===== src/rtl/dp_share_arbiter.sv =====
// Round-robin sharing of one 2-stage AND/XOR datapath between requesters A and B.
// Tracks stage occupancy/ownership, drives the stage-2 enable and routes results back.
module dp_share_arbiter #(
    parameter int DATA_W = 32,
    parameter int CNT_W  = 16
) (
    input  logic              clk,
    input  logic              rst,

    input  logic              a_valid,
    output logic              a_ready,
    input  logic [DATA_W-1:0] a_in1,
    input  logic [DATA_W-1:0] a_in2,
    output logic              a_rsp_valid,
    input  logic              a_rsp_ready,

    input  logic              b_valid,
    output logic              b_ready,
    input  logic [DATA_W-1:0] b_in1,
    input  logic [DATA_W-1:0] b_in2,
    output logic              b_rsp_valid,
    input  logic              b_rsp_ready,

    output logic [DATA_W-1:0] rsp_data,

    output logic [DATA_W-1:0] dp_in1,
    output logic [DATA_W-1:0] dp_in2,
    output logic              dp_control,
    input  logic [DATA_W-1:0] dp_out,

    output logic [CNT_W-1:0]  cnt_a,
    output logic [CNT_W-1:0]  cnt_b
);

    // Handshakes: a transfer happens in a cycle where valid and ready are both high.
    // Requesters hold operands while valid and not ready; the response side holds
    // rsp_valid and rsp_data stable until rsp_ready is seen.
    localparam logic TAG_A = 1'b0;
    localparam logic TAG_B = 1'b1;

    logic              s1_v;
    logic              s1_tag;
    logic [DATA_W-1:0] s1_op1;
    logic [DATA_W-1:0] s1_op2;
    logic              s2_v;
    logic              s2_tag;
    logic              rr_pri;

    logic              rsp_fire;
    logic              load_s2;
    logic              hold;
    logic              grant_a;
    logic              grant_b;

    always_comb begin
        rsp_fire = s2_v & ((s2_tag == TAG_A) ? a_rsp_ready : b_rsp_ready);
        load_s2  = s1_v & (~s2_v | rsp_fire);
        hold     = s1_v & ~load_s2;

        grant_a = 1'b0;
        grant_b = 1'b0;
        if (!hold && !rst) begin
            if (a_valid && b_valid) begin
                grant_a = (rr_pri == TAG_A);
                grant_b = (rr_pri == TAG_B);
            end else begin
                grant_a = a_valid;
                grant_b = b_valid;
            end
        end
    end

    // Stage 1 of the datapath is free-running, so a held entry must be replayed
    // from the shadow to keep its contents intact.
    always_comb begin
        dp_in1 = '0;
        dp_in2 = '0;
        if (hold) begin
            dp_in1 = s1_op1;
            dp_in2 = s1_op2;
        end else if (grant_a) begin
            dp_in1 = a_in1;
            dp_in2 = a_in2;
        end else if (grant_b) begin
            dp_in1 = b_in1;
            dp_in2 = b_in2;
        end
    end

    assign a_ready     = grant_a;
    assign b_ready     = grant_b;
    assign dp_control  = load_s2 & ~rst;
    assign a_rsp_valid = s2_v & (s2_tag == TAG_A) & ~rst;
    assign b_rsp_valid = s2_v & (s2_tag == TAG_B) & ~rst;
    assign rsp_data    = dp_out;

    always_ff @(posedge clk) begin
        if (rst) begin
            s1_v   <= 1'b0;
            s1_tag <= TAG_A;
            s1_op1 <= '0;
            s1_op2 <= '0;
            s2_v   <= 1'b0;
            s2_tag <= TAG_A;
            rr_pri <= TAG_A;
            cnt_a  <= '0;
            cnt_b  <= '0;
        end else begin
            if (grant_a || grant_b) begin
                s1_v   <= 1'b1;
                s1_tag <= grant_b ? TAG_B : TAG_A;
                s1_op1 <= dp_in1;
                s1_op2 <= dp_in2;
                rr_pri <= grant_b ? TAG_A : TAG_B;
                if (grant_a) cnt_a <= cnt_a + 1'b1;
                if (grant_b) cnt_b <= cnt_b + 1'b1;
            end else if (!hold) begin
                s1_v <= 1'b0;
            end

            if (load_s2) begin
                s2_v   <= 1'b1;
                s2_tag <= s1_tag;
            end else if (rsp_fire) begin
                s2_v <= 1'b0;
            end
        end
    end

endmodule


===== config.mk =====
export PLATFORM = sky130hd
export DESIGN_NAME = dp_share_arbiter
export DESIGN_NICKNAME = d
export VERILOG_FILES = /design/src/rtl/dp_share_arbiter.sv
export SDC_FILE = /design/constraint.sdc
export NUM_CORES = 1
export LEC_CHECK = 0
export CORE_MARGIN = 2
export CORE_UTILIZATION = 35
export CTS_BUF_LIST = sky130_fd_sc_hd__clkbuf_16
export DETAILED_ROUTE_END_ITERATION = 12
export GPL_TIMING_DRIVEN = 0
export HOLD_SLACK_MARGIN = 0.05
export PLACE_DENSITY = 0.77
export SETUP_SLACK_MARGIN = 0.3
export SLEW_MARGIN = 10
export SYNTH_ARGS = -nofsm -noshare
export SYNTH_HDL_FRONTEND = slang
export SYNTH_SLANG_ARGS = --single-unit

===== constraint.sdc =====
create_clock -name clk -period 2.2 [get_ports clk]
set_input_delay 0.55 -clock clk [delete_from_list [all_inputs] [get_ports clk]]
set_output_delay 0.55 -clock clk [all_outputs]
set_load 0.02 [all_outputs]

==> summary.md <==
| Metric | Value |
|---|---|
| Nets | `1,174` |
| Register Area | `2030 sq um` |
| Avg WL per Cell | `18.8 um` |
| Critical Path RT | `1.65 ns` |
| Routability Congestion | `0.853` |
| Syn nets | `847` |
| Syn Area/Cell | `7.85 sq um` |
| GRT Overall Usage | `25.5%` |
| Yosys top cell area share | `37.9%` |
| Final HPWL DP | `14,900 um` |
| CP top delay family | `buffers and inverters` |
| Crit Reg-Reg Endpoint | `s1_tag$_SDFFE_PP0P_` |
| Mapped Cells | `679` |
| GRT Residual Overflow | `0` |
| Critical path's largest stage delay | `0.38 ns` |
| Core Area | `15,000 sq um` |
| WS Path Type | `reg -> out` |
| Die width | `127 um` |
| Slowest CP cell | `dfxtp_4` |
| Via count | `6,579` |
| Fmax | `409 MHz` |
| Hold depth | `2` |
| CP bufs+invs | `3` |
| CTS clk-pin slew, worst paths | `0.07 ns` |
| Setup violators final | `67` |
| Crit path top cell by count | `clkbuf_16` |
| Io pins | `299` |
| Leak | `4.25 nW` |
| Status | `finished with violations` |
| Setup crit end kind | `output port` |
| RSZ-0062 raised after global routing | `yes` |
| Post-synthesis sequential area ratio | `37.9%` |
| Die footprint | `16,200 sq um` |
| Final-layout fill cell count | `1,093` |
| Maximum VDD drop | `315 uV` |
| Clk buf depth | `2` |
| ANT cells | `0` |
| HP Start | `s1_op2[11]$_SDFFE_PP0P_` |
| Area Overhead vs Synth | `104%` |
| R2R depth | `12` |
| Hold Fails Final Rpt | `0` |
| Power Density | `486 nW/um^2` |
| Yosys cell types | `42` |
| TritonCTS clock tree | `yes` |
| Area taken by multi-input logic gates | `4190 sq um` |
| Hold Slack | `0.499 ns` |
| Worst setup SP type | `register` |
| H-tree depth | `3` |
| CTS Root Cell | `clkbuf_16` |
| Largest fanout on the critical path | `8` |
| Drt drc | `0` |
| Largest net degree at the start of global routing | `16` |
| Top FF cell, synth | `dfxtp_1` |
| Drt via density | `5.49` |
| Synthesized area | `5330 sq um` |
| Hold Buf Count CTS | `0` |
| TritonRoute pass-1 iters | `5` |
| CTS Buf Count | `9` |
| Synthesized flop and latch total | `101` |
| Failing checks | `negative setup slack` |
| Slew Viols, Final | `0` |
| Die height | `127 um` |
| Crit path DAT | `1.89 ns` |
| Max transition margin | `58.4%` |
| Std cell rows | `45` |
| Input/output buffers | `265` |
| Crit Reg-Reg Startpoint | `s2_tag$_SDFFE_PP0P_` |
| R2R Setup Slk | `-0.08 ns` |
| Clk_lat worst skew | `0.34 ns` |
| Slew @ Worst Pin | `0.624 ns` |
| HP Class | `reg -> reg` |
| CTS sink cnt | `101` |
| Initial drt markers | `331` |
| First-pass GRT wire length | `33,200 um` |
| Starting Density | `35.4%` |
| Post-synth EDFFs | `0` |
| Fraction of layout cells with a size suffix above 1 | `41.6%` |
| Final wirelength | `22,600 um` |
| Tcrit/Tclk final | `111%` |
| Skew final | `0.00583 ns` |
| Non-Filler Instances | `1,198` |
| MaxCap Viol Count | `0` |
| Placed Cells | `1,132` |
| Detail Route Antenna Nets | `0` |
| Cell taking the most area after synthesis | `dfxtp_1` |
| Worst hold path endpoint | `s1_op2[11]$_SDFFE_PP0P_` |
| Worst Slack Setup Final | `-0.244 ns` |
| Initial antenna violation count | `0` |
| Critical path, cell by cell | `mux2i_4 -> nand3_4 -> clkbuf_16 -> clkbuf_16 -> a21oi_4 -> buf_6` |
| Synth Warn # | `0` |
| Period minus WS final | `2.44 ns` |
| Async S/R FF share, synth | `0%` |
| Fin util | `72.5%` |
| Vias in the first global route | `6,292` |
| Top post-synthesis cells by area | `dfxtp_1 38%, nor2_1 9.6%, a211oi_1 9.0%` |
-- sequential cells by signal, indices dropped and copies added (netlist names) --
name / flops
s1_op2: 32
cnt_b: 16
s2_tag: 1
s1_v: 1
s2_v: 1
cnt_a: 16
rr_pri: 1
s1_op1: 32
s1_tag: 1
-- cells in the mapped netlist, types with 5 or more instances --
cell	n
buf_4	32
nand2_1	13
or4_1	15
nand3_1	13
o31ai_1	15
a22oi_1	64
clkbuf_1	39
a211oi_1	64
o21ai_0	5
buf_2	22
a21oi_1	89
inv_1	9
o41ai_1	6
o311ai_0	6
dfxtp_1	101
nor2_1	136
-- stage by stage --
step | cell area, sq um | setup TNS [ns] | total power [mW] | setup WS (ns)
floorplan | 6570 | 0 | 2.86 | 0.124
global placement | 9450 | -91.73 | 3.54 | -1.22
detailed placement | 9450 | -95.36 | 3.56 | -1.26
CTS | 10500 | -15.19 | 5.24 | -0.267
global route | 10900 | -17.29 | 5.48 | -0.295
finish | 10900 | -13.86 | 5.30 | -0.244
-- final cells by class --
type	instances	area share, %
multi-input cells	475	38.5
plain buffers	96	8.68
inverters	9	0.310
clock buffers	9	2.07
well taps	188	2.16
repair buffers	314	29.1
clock inverters	6	0.528
flip-flops and latches	101	18.6
-- routing by layer --
metal	vias up	routed length, um	GRT usage, %
met5	-	0	0
met4	0	414	8.14
met3	35	1560	5.82
met2	266	11400	44.5
met1	3128	9200	31.3
li1	3150	-	-
-- how the worst max path moves through the flow --
stage | from | to | slack (ns) | cells past startpoint
6_report | s2_tag$_SDFFE_PP0P_ | dp_in1[23] | -0.24 | 6
5_1_grt | s2_tag$_SDFFE_PP0P_ | dp_in1[8] | -0.29 | 6
4_1_cts | s2_tag$_SDFFE_PP0P_ | dp_in1[9] | -0.27 | 5
3_5_place_dp | a_rsp_ready | dp_in1[14] | -1.26 | 7
3_3_place_gp | b_rsp_ready | dp_in1[14] | -1.22 | 7
2_1_floorplan | rst | dp_in1[12] | 0.12 | 7
-- placed cells by master, fill, tap and decap left out, types with 5 or more instances in the layout --
cell type | netlist | routed
clkdlybuf4s50_1 | 0 | 160
nor2_1 | 136 | 101
dfxtp_1 | 101 | 98
buf_6 | 1 | 76
buf_4 | 32 | 69
a211oi_1 | 64 | 64
a22oi_2 | 0 | 61
a21oi_4 | 0 | 60
dlygate4sd2_1 | 0 | 30
nor2_4 | 0 | 28
clkbuf_16 | 0 | 20
a21oi_1 | 89 | 19
buf_8 | 0 | 12
buf_2 | 22 | 12
clkbuf_1 | 39 | 12
nand3_1 | 13 | 12
nand2_1 | 13 | 11
o31ai_1 | 15 | 11
inv_1 | 9 | 10
a21oi_2 | 0 | 10
clkbuf_2 | 0 | 9
or4_1 | 15 | 9
nor2_2 | 0 | 8
or4_4 | 0 | 6
buf_12 | 0 | 5
o41ai_1 | 6 | 5
clkdlybuf4s15_2 | 0 | 5
-- worst reg2reg max path: cells and delay by family (launching register included) --
family,cells,cell delay [ns]
multiplexers,1,0.30
buffers and inverters,9,1.10
flip-flops,1,0.37
AO/OA/AOI/OAI,2,0.43
-- where the power goes --
| group | leakage (nW) | internal [mW] | switching, mW |
|---|---|---|---|
| clock | 0.140 | 0.867 | 0.706 |
| sequential | 0.829 | 1.93 | 0.0789 |
| combinational | 3.28 | 0.899 | 0.821 |
| total | 4.25 | 3.69 | 1.61 |
-- what timing repair did --
item                       4_1_cts  5_1_grt
pin swaps                       44       22
resized for setup              539       88
buffers inserted                31        4
setup endpoints to repair      189      157
cloned                           6       10
-- logic make-up (layout without fill, tap and decap cells) --
family	after synthesis	after routing	synth area share, %
flip-flops	101	101	37.9
adder cells (fa/ha/maj)	2	2	0.470
multiplexers	3	3	0.681
XOR/XNOR	3	3	0.493
AND/OR/NAND/NOR	206	207	17.4
AO/OA/AOI/OAI	259	260	32.8
buffers and inverters	105	434	10.3
(Power assumes the default switching activity.)
==> edit (same settings) <==
Put one more register stage on the output `cnt_b`, without a reset. The value now appears one clock later. The other outputs are not delayed to match.
--- a/src/rtl/dp_share_arbiter.sv
+++ b/src/rtl/dp_share_arbiter.sv
@@ -37,6 +37,8 @@
     // rsp_valid and rsp_data stable until rsp_ready is seen.
     localparam logic TAG_A = 1'b0;
     localparam logic TAG_B = 1'b1;
+
+    logic [CNT_W-1:0] cnt_b_s0;
 
     logic              s1_v;
     logic              s1_tag;
@@ -104,7 +106,7 @@
             s2_tag <= TAG_A;
             rr_pri <= TAG_A;
             cnt_a  <= '0;
-            cnt_b  <= '0;
+            cnt_b_s0 <= '0;
         end else begin
             if (grant_a || grant_b) begin
                 s1_v   <= 1'b1;
@@ -113,7 +115,7 @@
                 s1_op2 <= dp_in2;
                 rr_pri <= grant_b ? TAG_A : TAG_B;
                 if (grant_a) cnt_a <= cnt_a + 1'b1;
-                if (grant_b) cnt_b <= cnt_b + 1'b1;
+                if (grant_b) cnt_b_s0 <= cnt_b_s0 + 1'b1;
             end else if (!hold) begin
                 s1_v <= 1'b0;
             end
@@ -127,5 +129,9 @@
         end
     end
 
+    always_ff @(posedge clk) begin
+        cnt_b <= cnt_b_s0;
+    end
+
 endmodule
 
Formal check against the unedited RTL: not equivalent (a bounded check fails within 4 cycles, from zero or initial values and one cycle with rst high).
==> edit against the original RTL <==
  * The flow still finishes with violations (setup timing)
  * Wire length is 5.4% higher
  * Global-route usage is 0.15 points higher
  * Design area is 9.1% higher
  * Power is 26% higher
  * Setup slack worse by 0.054 ns
  * Die area is 5.0% higher
  * Clock power is 62% higher
  * Sequential cell count is 16 higher
  * Synthesized area is 5.2% higher
  * Critical path type unchanged
  * Critical endpoint is now dp_in2[4]
  * Largest cell class is now non-clock buffers
==> edit: results (changes against the original RTL) <==
metric	value	unit	change
outcome	finished with violations		
failed_checks	setup timing		
numCtsBuffers	17		+8
dr.first_iter.drc_count	466		+41%
yosys_most_used_dff	dfxtp_1		
fin_skew	0.00668	ns	+0.000855 ns
worstMarginPinSlew	0.816	ns	+0.192 ns
hold_path.class	flip-flop to flip-flop		
p_leak	4.66	nW	+9.8%
netlist_top_cells_area	dfxtp_1, nor2_1, a211oi_1		
cts_root_buf	clkbuf_16		
grt_max_degree	17		+1
reg_top3	s1_op1 (32), s1_op2 (32)		
htreeDepth	4		+1
hpwl	15300	um	+2.2%
cts.clk_slew.worst_paths	0.06	ns	
nNetsFinal	1212		+3.2%
clk_latency	0.42	ns	+0.08 ns
min-delay-start	cnt_b_s0[15]$_SDFFE_PP0P_		
setup-tns-final	-16.00	ns	-2.14 ns
ys_warn_count	0		unchanged
yosysSeqAreaShare	41.8	%	+3.8 points
critPathLaunch	rr_pri$_SDFFE_PP0P_		
r2r_start	s2_tag$_SDFFE_PP0P_		
critPathSlowestCell	dfxtp_4		
firstDrtPassIters	5		unchanged
peakVddDrop	0.586	mV	+86%
grt-ovfl-total	0		unchanged
critical_path.max_stage_delay	0.35	ns	-0.03 ns
drive_gt1_share	45.6	%	+4.0 points
grt_pass1_wl	34000	um	+2.3%
antenna_found_initial	1		+1
setup_viol	66		-1.5%
portBuffers	266		+0.38%
layout_setup_ws	-0.298	ns	-0.0539 ns
crit_fanout	10		+2
grt_pass1_vias	6540		+3.9%
crit_arrival	1.95	ns	+0.06 ns
clock_path_buffers	2		unchanged
synthArstFlopShare	0	%	unchanged
synth.distinct_cells	38		-9.5%
grtUsageTotal	25.7	%	+0.15 points
synth_common_cells	nor2_1, dfxtp_1, a21oi_1, a211oi_1, a22oi_1		
dp_slack	-1.33	ns	-0.0727 ns
finalWeightedCongestion	0.842		-1.3%
vias	6905		+5.0%
drt-total-wl	23800	um	+5.4%
synth_nets	863		+1.9%
crit_family	buffers and inverters		
## edit: power by group
group	leakage [nW]	internal [mW]	switching (mW)
clock	0.266	1.53	1.02
sequential	0.958	2.22	0.0849
combinational	3.44	0.973	0.872
total	4.66	4.73	1.97
## edit: layout make-up
cell class | count | area (um2)
Antenna cell | 1 | 2.50
Buffer | 95 | 1030
Clock buffer | 17 | 425
Clock inverter | 15 | 118
Fill cell | 1099 | 3880
Inverter | 4 | 27.5
Multi-Input combinational cell | 480 | 4330
Sequential cell | 117 | 2350
Tap cell | 216 | 270
Timing Repair Buffer | 329 | 3330
## edit: what timing repair did
item	CTS	global route
resized for setup	587	117
cloned	7	7
pin swaps	56	49
endpoints found under the setup margin	181	140
setup buffers	41	9
## edit: final timing paths
kind / endpoint / slack (ns) / cells past startpoint
setup / recovery: dp_in2[4] / -0.30 / 8
hold / removal: cnt_b[15]$_DFF_P_ / 0.37 / 0
setup reg to reg: cnt_b_s0[8]$_SDFFE_PP0P_ / 0.02 / 8
hold reg to reg: cnt_b[15]$_DFF_P_ / 0.37 / 0
## edit: through the flow
step	util (%)	total power, mW	instance area (um2)	instances	hold slack [ns]
finish	75.4	6.70	11900	1274	0.372
global route	75.4	6.93	11900	1274	0.385
CTS	71.9	6.59	11300	1257	0.373
detailed placement	62.0	3.86	9780	1177	0.364
global placement	62.0	3.85	9780	1177	0.356
floorplan	-	3.17	6850	695	0.344
## edit: kinds of logic (layout without fill, tap and decap cells)
group,Yosys count,after routing,synth area share (%)
AO/OA/AOI/OAI,250,250,29.7
XOR/XNOR,2,2,0.313
adder cells (fa/ha/maj),2,2,0.446
buffers and inverters,99,460,8.91
flip-flops,117,117,41.8
multiplexers,7,7,1.32
other,0,1,0
AND/OR/NAND/NOR,218,219,17.6
## edit: metal layers
| metal | global-route usage [%] | routed length, um |
|---|---|---|
| met1 | 31.2 | 9390 |
| met2 | 45.7 | 12300 |
| met3 | 5.46 | 1640 |
| met4 | 7.70 | 457 |
| met5 | 0 | 0 |
